### src/rtl/audio_level_meter.sv
// Stereo level meter for the PCM1801 receiver: re-times L/R words into clk, then tracks
// per-channel peak with hold and decay, a log-scale thermometer bar and a held clip flag.
module audio_level_meter #(
    parameter int W            = 16,
    parameter int BAR          = 8,
    parameter int HOLD_SAMPLES = 4096,
    parameter int DECAY_SHIFT  = 6,
    parameter int CLIP_LEVEL   = 32000
) (
    input  logic           clk,
    input  logic           rst,
    input  logic           lrck,
    input  logic [W-1:0]   left,
    input  logic [W-1:0]   right,
    output logic [W-1:0]   left_sample,
    output logic [W-1:0]   right_sample,
    output logic           sample_valid,
    output logic [W-2:0]   left_peak,
    output logic [W-2:0]   right_peak,
    output logic [BAR-1:0] left_bar,
    output logic [BAR-1:0] right_bar,
    output logic           left_clip,
    output logic           right_clip
);

    localparam int HW = (HOLD_SAMPLES > 1) ? $clog2(HOLD_SAMPLES) : 1;
    localparam logic [HW-1:0] HOLD_LOAD = HW'(HOLD_SAMPLES - 1);
    localparam logic [W-1:0]  CLIP_THR  = W'(CLIP_LEVEL);

    logic           lrck_s1, lrck_s2, lrck_prev;
    logic [1:0]     arm_cnt;
    logic           armed, lrck_fall, lrck_rise;
    logic           have_left;
    logic           upd;
    logic [1:0][W-2:0]   mag, peak;
    logic [1:0][HW-1:0]  hold_cnt, clip_cnt;
    logic [1:0]          clip;
    logic [1:0][BAR-1:0] bar;

    function automatic logic [W-2:0] abs_sat(input logic [W-1:0] s);
        logic [W-1:0] n;
        n = -s;
        if (!s[W-1])
            return s[W-2:0];
        else if (n[W-1])
            return '1;
        else
            return n[W-2:0];
    endfunction

    function automatic logic [W-2:0] decay(input logic [W-2:0] p);
        logic [W-2:0] step;
        step = (p >> DECAY_SHIFT) + {{(W-2){1'b0}}, 1'b1};
        return (p > step) ? p - step : '0;
    endfunction

    function automatic logic [BAR-1:0] thermo(input logic [W-2:0] p);
        logic [BAR-1:0] b;
        b = '0;
        for (int i = 0; i < BAR; i++)
            b[i] = ({1'b0, p} >= (W'(1) << (W - 1 - BAR + i)));
        return b;
    endfunction

    // Edge detect stays disarmed for 3 cycles after reset so the sync chain settles first.
    always_ff @(posedge clk) begin
        if (rst) begin
            lrck_s1   <= 1'b0;
            lrck_s2   <= 1'b0;
            lrck_prev <= 1'b0;
            arm_cnt   <= 2'd3;
        end else begin
            lrck_s1   <= lrck;
            lrck_s2   <= lrck_s1;
            lrck_prev <= lrck_s2;
            if (arm_cnt != 2'd0)
                arm_cnt <= arm_cnt - 2'd1;
        end
    end

    assign armed     = (arm_cnt == 2'd0);
    assign lrck_fall = armed &  lrck_prev & ~lrck_s2;
    assign lrck_rise = armed & ~lrck_prev &  lrck_s2;

    // A pair is only published once a fall (left) has been seen before the rise (right).
    always_ff @(posedge clk) begin
        if (rst) begin
            left_sample  <= '0;
            right_sample <= '0;
            sample_valid <= 1'b0;
            have_left    <= 1'b0;
        end else begin
            sample_valid <= 1'b0;
            if (lrck_fall) begin
                left_sample <= left;
                have_left   <= 1'b1;
            end
            if (lrck_rise && have_left) begin
                right_sample <= right;
                sample_valid <= 1'b1;
                have_left    <= 1'b0;
            end
        end
    end

    always_ff @(posedge clk) begin
        if (rst) begin
            upd      <= 1'b0;
            mag      <= '0;
            peak     <= '0;
            hold_cnt <= '0;
            clip_cnt <= '0;
            clip     <= '0;
            bar      <= '0;
        end else begin
            upd <= sample_valid;
            if (sample_valid) begin
                mag[0] <= abs_sat(left_sample);
                mag[1] <= abs_sat(right_sample);
            end
            if (upd) begin
                for (int c = 0; c < 2; c++) begin
                    if (mag[c] > peak[c]) begin
                        peak[c]     <= mag[c];
                        hold_cnt[c] <= HOLD_LOAD;
                    end else if (hold_cnt[c] != '0) begin
                        hold_cnt[c] <= hold_cnt[c] - HW'(1);
                    end else begin
                        peak[c] <= decay(peak[c]);
                    end
                    if ({1'b0, mag[c]} >= CLIP_THR) begin
                        clip[c]     <= 1'b1;
                        clip_cnt[c] <= HOLD_LOAD;
                    end else if (clip_cnt[c] != '0) begin
                        clip_cnt[c] <= clip_cnt[c] - HW'(1);
                    end else begin
                        clip[c] <= 1'b0;
                    end
                end
            end
            for (int c = 0; c < 2; c++)
                bar[c] <= thermo(peak[c]);
        end
    end

    assign left_peak  = peak[0];
    assign right_peak = peak[1];
    assign left_bar   = bar[0];
    assign right_bar  = bar[1];
    assign left_clip  = clip[0];
    assign right_clip = clip[1];

endmodule
### config.mk
export PLATFORM = sky130hd
export DESIGN_NAME = audio_level_meter
export DESIGN_NICKNAME = d
export VERILOG_FILES = /design/src/rtl/audio_level_meter.sv
export SDC_FILE = /design/constraint.sdc
export NUM_CORES = 1
export LEC_CHECK = 0
export BUFFER_PORTS_ARGS = -buffer_cell sky130_fd_sc_hd__buf_2
export CORE_UTILIZATION = 45
export DETAILED_ROUTE_END_ITERATION = 6
export HOLD_SLACK_MARGIN = 0.15
export PLACE_DENSITY = 0.67
export SLEW_MARGIN = 20
export SYNTH_ARGS = -nofsm -noshare
export SYNTH_HDL_FRONTEND = slang
export SYNTH_SLANG_ARGS = --single-unit
### constraint.sdc
create_clock -name clk -period 3.4 [get_ports clk]
set_input_delay 1.02 -clock clk [delete_from_list [all_inputs] [get_ports clk]]
set_output_delay 1.02 -clock clk [all_outputs]
set_load 0.005 [all_outputs]
; Yosys cells after proc, flatten, opt, wreduce, memory -nomap -nowiden
; Cells that the tools add are included.
; W data, S select, Z words.
[totals]
register_bits = 166
out_inout_bits = 81
[classes]
muxes = 23
reduce_logical = 20
n_lt_le_gt_ge = 22
n_eq_ne = 4
bitwise_logic = 6
add_sub_neg = 11
[ops]
columns = cell, count
row1 = $mux W15, 10
row2 = $mux W12, 8
row3 = $ge A15 B15 Y1 const B, 4
row4 = $reduce_bool A12 Y1, 4
row5 = $sub A12 B1 Y12 const B, 4
row6 = $neg A16 Y16, 2
row7 = $ge A15 B10 Y1 const B, 2
row8 = $ge A15 B11 Y1 const B, 2
row9 = $ge A15 B12 Y1 const B, 2
row10 = $ge A15 B13 Y1 const B, 2
row11 = $ge A15 B14 Y1 const B, 2
row12 = $ge A15 B8 Y1 const B, 2
row13 = $ge A15 B9 Y1 const B, 2
row14 = $gt A15 B10 Y1, 2
row15 = $gt A15 B15 Y1, 2
row16 = $sub A15 B10 Y15, 2
row17 = $add A9 B1 Y10 const B, 2
row18 = $reduce_and A2 Y1, 8
row19 = $reduce_bool A2 Y1, 5
row20 = $ne A2 B2 Y1 const B, 4
row21 = $mux W1, 5
row22 = $and A1 B1 Y1, 4
row23 = $logic_not A2 Y1, 1
row24 = $not A1 Y1, 2
row25 = other kinds (3), 3

; Longest topological paths before layout
; Gate-level depths: netlist of the first run.
[logic_depth]
word_depth = 5
depth_mapped = 14

; Least setup slack after synthesis of the first run
; Ideal clock, no wire load.
[synth_path]
kind = register -> register
startpoint = register peak (netlist bit left_peak[7])
endpoint = register peak (netlist bit left_peak[8])
slack_ns = 0.333
setup_ns = 0.134
path_stages_with_launch = 15
arrival_time_ns = 2.933
path_buffers = 1
cell_sequence = dfxtp_1 -> ha_1 -> and3_1 -> nand2_1 -> nor2_1 -> xnor2_1 -> ha_1 -> nand3_1 -> a211oi_1 -> o41a_1 -> o41ai_4 -> nor2_1 -> buf_2 -> a221oi_1 -> a211oi_1
[synth_via]
elab_chain_len = 5
word_cells_on_any_way = 9
[synth_rtl]
columns = item, line_no
row1 = from (decl), 35  ; logic [1:0][W-2:0] mag, peak;
row2 = "from (signal, indexed assignment)", 124  ; peak[c] <= mag[c];
row3 = "from (signal, indexed assignment)", 129  ; peak[c] <= decay(peak[c]);
row4 = $add A9 B1 Y10, 53  ; step = (p >> DECAY_SHIFT) + {{(W-2){1'b0}}, 1'b1};
row5 = $sub A15 B10 Y15 or $gt A15 B10 Y1 (tied branches), 54  ; return (p > step) ? p - step : '0;
row6 = $mux W15, 54
row7 = $mux W15, 126  ; end else if (hold_cnt[c] != '0) begin
row8 = $mux W15, 123  ; if (mag[c] > peak[c]) begin
; Parallel ways exist; a longest one is shown, timed or not. The select of a mux whose other input is x is not followed.
; A chain may end at the register's enable or synchronous reset.

; Worst setup path in the final report of the first run
[layout_path]
startpoint = register peak (netlist bit right_peak[9])
endpoint = register peak (netlist bit right_peak[11])
; The elaborated chain is that of the path after synthesis.

==> metrics.md, run 1 <==
| Metric | Value |
|---|---|
| Hold crit path type | flip-flop to flip-flop |
| Cell variety after synth | 78 |
| Vias/cell | 5.668 |
| Async set or reset register ratio after synthesis | 0 |
| CP Data Arrival Time | 3380 ps |
| Leakage | 4.478 nW |
| Crit Path Max Fanout | 7 |
| Die width | 147.5 um |
| Setup violations, final | 0 |
| Drt pass-1 iters | 4 |
| Final WL | 24520 um |
| Vias in the first global route | 8265 |
| Post-synth top cells | dfxtp_1 (166), nand2_1 (126), a21oi_1 (109) |
| Root Buffer | clkbuf_16 |
| Largest buffer count on any clock path | 2 |
| Iteration-0 DRC Markers | 450 |
| # rows | 52 |
| Die Y-Extent | 147.5 um |
| CP dominant cell by count | and3_1 |
| Clk_skew | 9.730 ps |
| GR Util All Layers | 0.2269 |
| Antenna diodes | 0 |
| Post-detail-place hpwl | 17640 um |
| Syn-to-layout area delta | 14.99% |
| Initial antenna violation count | 0 |
| Setup TNS | 0 ps |
| Syn_nets | 1255 |
| CP Cell Sequence | inv_1 -> nor3_2 -> and3_1 -> and3_1 -> nand3_1 -> ha_1 -> and3_1 -> nand2_1 -> o32a_1 -> o2bb2ai_1 -> buf_4 -> nor4_1 -> mux2i_1 -> o221ai_1 |
| Max-Cap Viols | 0 |
| Most common cell in the synthesized netlist | dfxtp_1 |
| Fmax | 321.6 MHz |
| Hold_buf cts | 0 |
| Worst skew pair latency | 430 ps |
| IO buf count | 115 |
| CTS Buf Count | 17 |
| Die footprint | 21750 um^2 |
| Via count of the routed design | 8717 |
| # nets final | 1353 |
| Worst stage delay on the critical path | 410 ps |
| Ys flop type | dfxtp_1 |
| First-pass GRT wire length | 40540 um |
| Crit. End Element | flip-flop |
| Fin crit share | 0.9146 |
| Avg WL per Cell | 15.94 um |
| Slowest-stage cell, CP | dfxtp_1 |
| Routability Congestion | 0.9478 |
| WS Path Type | flip-flop to flip-flop |
| CTS tree | done |
| Flip-flop and latch count after synthesis | 166 |
| Initial Util | 0.4647 |
| Status | finished clean |
| Worst-path clk slew | 60 ps |
| Core Region | 20490 um^2 |
| CP Launch Type | flip-flop |
| Gr ovfl total | 0 |
| Antenna viol nets, final | 0 |
| Synthesized area | 9524 um^2 |
| Peak supply drop | 0.3261 mV |
| Yosys warns | 0 |
| Min Tclk post-route | 3110 ps |
| Top cells by area, synth | dfxtp_1 (35%), ha_1 (8.0%), a21oi_1 (5.7%) |
| Slew headroom | 0.3522 |
| Clock sink count | 166 |
| RSZ-0062 raised after global routing | no |
| Synth Instances | 1157 |
| IO Pins | 116 |
| Layout cells sized above 1 | 0.1577 |
| WP data required | 3670 ps |
| Min Hold Slack | 482.1 ps |
| Fin area | 10950 um^2 |
| Power Dens Cells | 351.2 nW/um^2 |
| Worst-margin pin slew | 969.6 ps |
| Yosys top cell area share | 0.3489 |
| Seq/Total Area, Yosys | 0.3489 |
| Final Max Slew Viols | 0 |
| # DRC | 0 |
| Pin count of the biggest net entering global routing | 148 |
| H-tree depth | 4 |
| Post-synth EDFFs | 0 |
| Fin. Hold Viols | 0 |
| Dominant cell type by area after synthesis | dfxtp_1 |
| Area after DPL | 10400 um^2 |
| Syn_area_per_cell | 8.232 um^2 |
[through the flow]
stage	utilization	instances	power, mW	setup WS [ps]
after floorplan	-	1157	2.052	333.0
after global placement	0.5069	1505	2.085	299.5
after detailed placement	0.5072	1505	2.089	243.8
after CTS	0.5338	1537	3.885	221.7
after global routing	0.5344	1538	3.967	9.929
final	0.5344	1538	3.846	290.4
[per-layer routing]
metal  up-vias  routed length (um)  track usage
li1       4396                   -            -
met2       205               11810       0.3863
met3        30                1017      0.04136
met4         0                 400      0.06443
met5         -                   0            0
met1      4086               11300       0.2925
[timing repair]
item                       CTS  global route
setup endpoints to repair    0             9
resized for setup            0             1
buffers inserted             0             1
[sequential cells by signal (all words and copies together), names as in the netlist, 2 cells and up]
signal	cells
left_bar	8
hold_cnt	24
right_sample	16
mag	30
clip	2
clip_cnt	24
left_sample	16
left_peak	15
arm_cnt	2
right_bar	8
right_peak	15
[layout by cell type, fill, tap and decap left out, types with 16 or more instances in the layout]
cell,count
xor2_1,31
nand3_1,26
clkbuf_16,17
nor3_1,38
nand2_1,126
a21oi_1,109
buf_4,23
ha_1,61
o21ai_0,48
inv_1,63
xnor2_1,40
a211oi_1,46
a31oi_1,19
dfxtp_1,166
buf_2,114
nor2_1,89
o31ai_1,16
[path summary, 6_finish.rpt]
path                         end  slack, ps     startpoint  depth (start not counted)
setup / recovery  right_peak[11]        290  right_peak[9]                         14
hold / removal           clip[1]        480        clip[1]                          2
setup reg to reg  right_peak[11]        290  right_peak[9]                         14
hold reg to reg          clip[1]        480        clip[1]                          2
[cells by family after synthesis]
group / synth area share
buf+inv: 0.05097
simple gates: 0.2051
compound gates: 0.2379
fa+ha+maj: 0.08434
xor+xnor: 0.06529
flops: 0.3489
mux: 0.007488
[worst max-delay path: cells and delay by family (launching register included)]
kind	cells	cell delay (ps)
DFF	1	410
buffers and inverters	2	300
muxes	1	160
and+or+nand+nor	7	1110
adders and majority gates	1	340
AOI/OAI and AO/OA	3	640
[final cells by class]
cell class	instances	area, um^2
multi-input combinational	868	5727
timing repair buffer	139	783.3
fill	2006	9543
clock inverter	14	115.1
clock buffer	18	429.2
tap	270	337.8
sequential	166	3323
inverter	63	236.5
[report_power, final]
group | switching (mW) | internal (mW) | total [mW]
combinational | 0.0533 | 0.0338 | 0.0872
clock | 0.847 | 0.956 | 1.80
sequential | 0.00453 | 1.95 | 1.96
total | 0.905 | 2.94 | 3.85
No activity file was read; power rests on OpenSTA's default activity.
==> run 2, diff against run 1 <==
Settings changed: RECOVER_POWER from default to 25.
==> run 2 against run 1 <==
  * Register-to-register slack got worse by 30 ps
  * Combinational power hardly changed
  * Via count fell by 0.32%
  * First-iteration DRC count decreased by 5.1%
  * Highest routed layer unchanged
==> metrics.md, run 2 (same netlist as run 1, synthesis figures left out) <==
| Metric | Value |
|---|---|
| # nets final | 1353 |
| Final Max Slew Viols | 0 |
| Core Region | 20490 um^2 |
| Root Buffer | clkbuf_16 |
| Most common cell after layout, fill and taps aside | dfxtp_1 |
| Largest buffer count on any clock path | 2 |
| Via count of the routed design | 8689 |
| Pin count of the biggest net entering global routing | 148 |
| Setup violations, final | 0 |
| Fin. Hold Viols | 0 |
| CP Cell Sequence | inv_1 -> nor3_2 -> and3_1 -> and3_1 -> nand3_1 -> ha_1 -> and3_1 -> nand2_1 -> o32a_1 -> o2bb2ai_1 -> buf_4 -> nor4_1 -> mux2i_1 -> o221ai_1 |
| GR Util All Layers | 0.2269 |
| Antenna viol nets, final | 0 |
| Largest regs | mag (30), clip_cnt (24), hold_cnt (24) |
| DP Cell Count | 1505 |
| Core Util, Final | 0.5336 |
| CP Launch Type | flip-flop |
| Die footprint | 21750 um^2 |
| Die width | 147.5 um |
| Hold Path Sink | clip[1] |
| Syn-to-layout area delta | 14.83% |
| Power Dens Cells | 352.0 nW/um^2 |
| Final WL | 24550 um |
| Fmax | 318.7 MHz |
| Register Area | 3323 um^2 |
| WS Path Type | flip-flop to flip-flop |
| Iteration-0 DRC Markers | 427 |
| Reg2reg end | right_peak[11] |
| Vias/cell | 5.650 |
| Antenna diodes | 0 |
| Hold crit path type | flip-flop to flip-flop |
| Layout Cells excl Fill | 1538 |
| Fin crit share | 0.9227 |
| Leakage | 4.434 nW |
| Slowest-stage cell, CP | dfxtp_1 |
| IO Pins | 116 |
| Initial antenna violation count | 0 |
| # rows | 52 |
| Vias in the first global route | 8265 |
| H-tree depth | 4 |
| Avg WL per Cell | 15.96 um |
| IO buf count | 115 |
| PnR Total Power | 3.849 mW |
| R2r worst-path depth | 14 |
| Post-detail-place hpwl | 17640 um |
| CP Data Arrival Time | 3410 ps |
| RSZ-0062 raised after global routing | no |
| Min Tclk post-route | 3137 ps |
| Routability Congestion | 0.9478 |
| CTS tree | done |
| Biggest register | mag |
| Slew headroom | 0.3623 |
| CTS Buf Count | 17 |
| Worst skew pair latency | 430 ps |
| Gr ovfl total | 0 |
| Crit Path Max Fanout | 7 |
| Clk_skew | 10.53 ps |
| Drt pass-1 iters | 5 |
| Most frequent cells in the layout | dfxtp_1 (166), nand2_1 (126), a21oi_1 (109), buf_2 (105), nor2_1 (89) |
| Worst-margin pin slew | 954.5 ps |
| Clock sink count | 166 |
| Min-delay src | clip[1] |
| Worst hold stages | 2 |
| Worst r2r src | right_peak[9] |
| CP dominant cell by count | and3_1 |
| Worst-path clk slew | 70 ps |
| Area taken by multi-input logic gates | 5727 um^2 |
| Die Y-Extent | 147.5 um |
| Max reg flops | 30 |
| Status | finished clean |
| Worst stage delay on the critical path | 420 ps |
| Min Hold Slack | 485.9 ps |
| Reg2reg setup slack | 260 ps |
| Crit. End Element | flip-flop |
| Fillcell total | 2007 |
| Peak supply drop | 0.3266 mV |
| Layout cells sized above 1 | 0.1498 |
| First-pass GRT wire length | 40540 um |
| Setup TNS | 0 ps |
| # DRC | 0 |
| Max-Cap Viols | 0 |
| WP data required | 3670 ps |
| Initial Util | 0.4647 |
==> run 2: timing repair <==
item	in CTS	in global routing
endpoints found under the setup margin	0	9
hold buffers	0	0
gates resized for setup	0	1
buffers inserted	0	1
==> run 2: power breakdown <==
part / switching [mW] / total [mW] / internal (mW)
Clock: 0.850 / 1.81 / 0.956
Sequential: 0.00453 / 1.96 / 1.95
Combinational: 0.0536 / 0.0869 / 0.0333
Total: 0.908 / 3.85 / 2.94
==> run 2: critical path: cells and delay by family (launching register included) <==
family                   cells  cell delay [ps]
flip-flops                   1              420
adder cells (fa/ha/maj)      1              340
multiplexers                 1              160
AND/OR/NAND/NOR              7             1120
AO/OA/AOI/OAI                3              640
buffers and inverters        2              310
==> run 2: worst max path at each step <==
stage / startpoint / to / slack (ps) / depth (start not counted)
CTS: right_peak[9] / right_peak[11] / 220 / 14
floorplan: left_peak[7] / left_peak[8] / 330 / 14
detailed placement: right_peak[9] / right_peak[11] / 240 / 14
finish: right_peak[9] / right_peak[11] / 260 / 14
global placement: right_peak[9] / right_peak[13] / 300 / 13
global route: right_peak[7] / right_peak[12] / 10 / 11
==> run 2: per-layer routing <==
layer / vias to the layer above / wire length (um) / global-route usage
met1: 4075 / 11420 / 0.2925
met2: 190 / 11780 / 0.3863
li1: 4394 / - / -
met3: 30 / 977 / 0.04136
met5: - / 0 / 0
met4: 0 / 370 / 0.06443
==> run 2: final cells by class <==
| type | count | share of cell area |
|---|---|---|
| multi-input cells | 868 | 0.5236 |
| well taps | 270 | 0.03089 |
| flip-flops and latches | 166 | 0.3039 |
| clock inverters | 14 | 0.01053 |
| inverters | 63 | 0.02162 |
| repair buffers | 139 | 0.07024 |
| clock buffers | 18 | 0.03924 |
==> run 2: metrics by stage <==
stage                     area [um^2]  worst slack, ps
after floorplan                  9524            333.0
after global placement          10390            299.5
after detailed placement        10400            243.8
after CTS                       10940            221.7
after global routing            10940            9.929
final                           10940            262.7
==> run 3, diff against run 2 <==
Settings changed: CORE_UTILIZATION 45 to 59, PLACE_DENSITY 0.67 to 0.84.
==> run 3 against run 2 <==
  * Via count rose by 2.6%
  * Utilization grew 15 points
  * Clock power increased by 6%
  * Non-clock buffer count is 5 lower
  * Worst hold slack worse by 14 ps
  * Sequential power about the same
  * Fmax down 0.81%
  * Design area shrank 0.73%
  * Power rose by 2.7%
  * Count of clock-buffer cells in the layout is 7 higher
  * Largest cell class unchanged
==> metrics.md, run 3 (same netlist as run 1, synthesis figures left out) <==
| Metric | Value |
|---|---|
| CTS Buf Count | 17 |
| Largest regs | mag (30), clip_cnt (24), hold_cnt (24) |
| Worst setup path endpoint | left_peak[7] |
| Final Max Slew Viols | 0 |
| Worst stage delay on the critical path | 460 ps |
| Power Dens Cells | 364.2 nW/um^2 |
| R2r worst-path depth | 14 |
| Vias in the first global route | 7982 |
| Slew headroom | 0.4388 |
| Worst-path clk slew | 60 ps |
| Most frequent cells in the layout | dfxtp_1 (165), nand2_1 (126), a21oi_1 (109), buf_2 (102), nor2_1 (89) |
| Worst-margin pin slew | 840.0 ps |
| CP Data Arrival Time | 3440 ps |
| CTS tree | done |
| Iteration-0 DRC Markers | 711 |
| Combinational power share | 0.022 |
| Reg2reg setup slack | 240 ps |
| Critical path origin | left_peak[6] |
| Vias/cell | 6.032 |
| Clock power frac | 0.483 |
| Max-Cap Viols | 0 |
| Peak supply drop | 0.3862 mV |
| Pin count of the biggest net entering global routing | 148 |
| Core Region | 15830 um^2 |
| Gr ovfl total | 0 |
| Crit. End Element | flip-flop |
| Min Tclk post-route | 3163 ps |
| Setup Fix Bufs, Post-CTS | 0 |
| Internal power | 3.126 mW |
| CP Launch Type | flip-flop |
| Status | finished clean |
| Final WL | 24070 um |
| Fmax | 316.2 MHz |
| Initial antenna violation count | 0 |
| Root Buffer | clkbuf_16 |
| WS Path Type | flip-flop to flip-flop |
| Setup TNS | 0 ps |
| IO buf count | 115 |
| Hold crit path type | flip-flop to flip-flop |
| Syn-to-layout area delta | 13.99% |
| Die Y-Extent | 129.1 um |
| Antenna viol nets, final | 0 |
| CP Cell Sequence | ha_1 -> and3_1 -> nand2_1 -> nor2_1 -> xnor2_1 -> ha_1 -> nand3_1 -> a211oi_1 -> o41a_1 -> o41ai_4 -> nor2_1 -> buf_4 -> a221oi_1 -> a211oi_1 |
| # rows | 46 |
| Worst skew pair latency | 430 ps |
| Final setup margin | 237.0 ps |
| Antenna diodes | 0 |
| Switching share of power | 0.2094 |
| WP data required | 3680 ps |
| # nets final | 1348 |
| Biggest register | mag |
| Drt pass-1 iters | 5 |
| Via count of the routed design | 8916 |
| Post-detail-place hpwl | 16770 um |
| Clock sink count | 166 |
| Fin. Hold Viols | 0 |
| Sequential power share | 0.495 |
| Largest buffer count on any clock path | 2 |
| Psw | 828.0 uW |
| Most common cell after layout, fill and taps aside | dfxtp_1 |
| Pre-CTS WS | 195.1 ps |
| Worst r2r src | left_peak[6] |
| # DRC | 0 |
| Reg2reg end | left_peak[7] |
| Avg WL per Cell | 16.28 um |
| Core Util, Final | 0.6859 |
| Leakage | 4.395 nW |
| GR Util All Layers | 0.2882 |
| H-tree depth | 4 |
| Layout cells sized above 1 | 0.1418 |
| Die footprint | 16660 um^2 |
| Max reg flops | 30 |
| Initial Util | 0.6017 |
| Die width | 129.1 um |
| Crit Path Max Fanout | 12 |
| Slowest-stage cell, CP | o41a_1 |
| Fin crit share | 0.9303 |
| Routability Congestion | 0.9311 |
| First-pass GRT wire length | 38250 um |
| Clk_skew | 14.86 ps |
| RSZ-0062 raised after global routing | no |
| Setup violations, final | 0 |
| IO Pins | 116 |
## run 3: cell types whose count changed in the layout (fill, tap and decap cells not counted), moves of 2 or more
cell | previous run | this run
inv_8 | 2 | 0
inv_6 | 6 | 1
buf_4 | 22 | 18
clkbuf_8 | 0 | 3
clkbuf_1 | 11 | 18
clkinv_2 | 3 | 0
buf_2 | 105 | 102
bufinv_16 | 0 | 2
## run 3: through the flow
step           power [mW]  cells  hold slack, ps  instance area [um^2]
3_5_place_dp        2.086   1447           461.2                 10280
3_3_place_gp        2.084   1447           457.0                 10280
6_report            3.954   1478           472.3                 10860
5_1_grt             4.068   1478           472.2                 10860
2_1_floorplan       2.052   1157           413.8                  9524
4_1_cts             3.972   1478           470.7                 10860
## run 3: worst min path at each step
stage                  from       to  slack, ps  depth (start not counted)
global placement    lrck_s1  lrck_s2        460                          1
global route        lrck_s1  lrck_s2        470                          1
finish              lrck_s1  lrck_s2        470                          1
CTS                 lrck_s1  lrck_s2        470                          1
floorplan           lrck_s1  lrck_s2        410                          1
detailed placement  lrck_s1  lrck_s2        460                          1
## run 3: repair_timing
action                                  CTS  global route
hold buffers                              0             0
resized for setup                         0             3
endpoints found under the setup margin    0            13
## run 3: layout make-up
cell class                 instances  area [um^2]
clock inverter                     6        92.59
clock buffer                      25        485.5
multi-input combinational        868         5733
timing repair buffer             134        714.4
inverter                          63        236.5
sequential                       166         3324
fill                            1244         4971
tap                              216        270.3
## run 3: power groups by stage
stage          registers (mW)  clock network, mW  logic, mW
2_1_floorplan            2.00                  0     0.0527
3_3_place_gp             2.00                  0     0.0838
3_5_place_dp             2.00                  0     0.0853
4_1_cts                  1.96               1.93     0.0858
5_1_grt                  1.96               2.02     0.0936
6_report                 1.96               1.91     0.0853
## run 3: critical path: cells and delay by family, from the launching register on
family,cells,cell delay [ps]
xor gates and xnor gates,1,140
and+or+nand+nor,5,630
AOI/OAI and AO/OA,5,1170
buffers and inverters,1,200
DFF,1,380
adders and majority gates,2,510
## run 3: metal layers
metal  share of wire  vias to the layer above  track usage
li1                -                     4392            -
met1            0.44                     4128       0.3590
met2            0.48                      351       0.4919
met3           0.068                       45      0.05739
met4           0.019                        0       0.1107
met5               0                        -            0
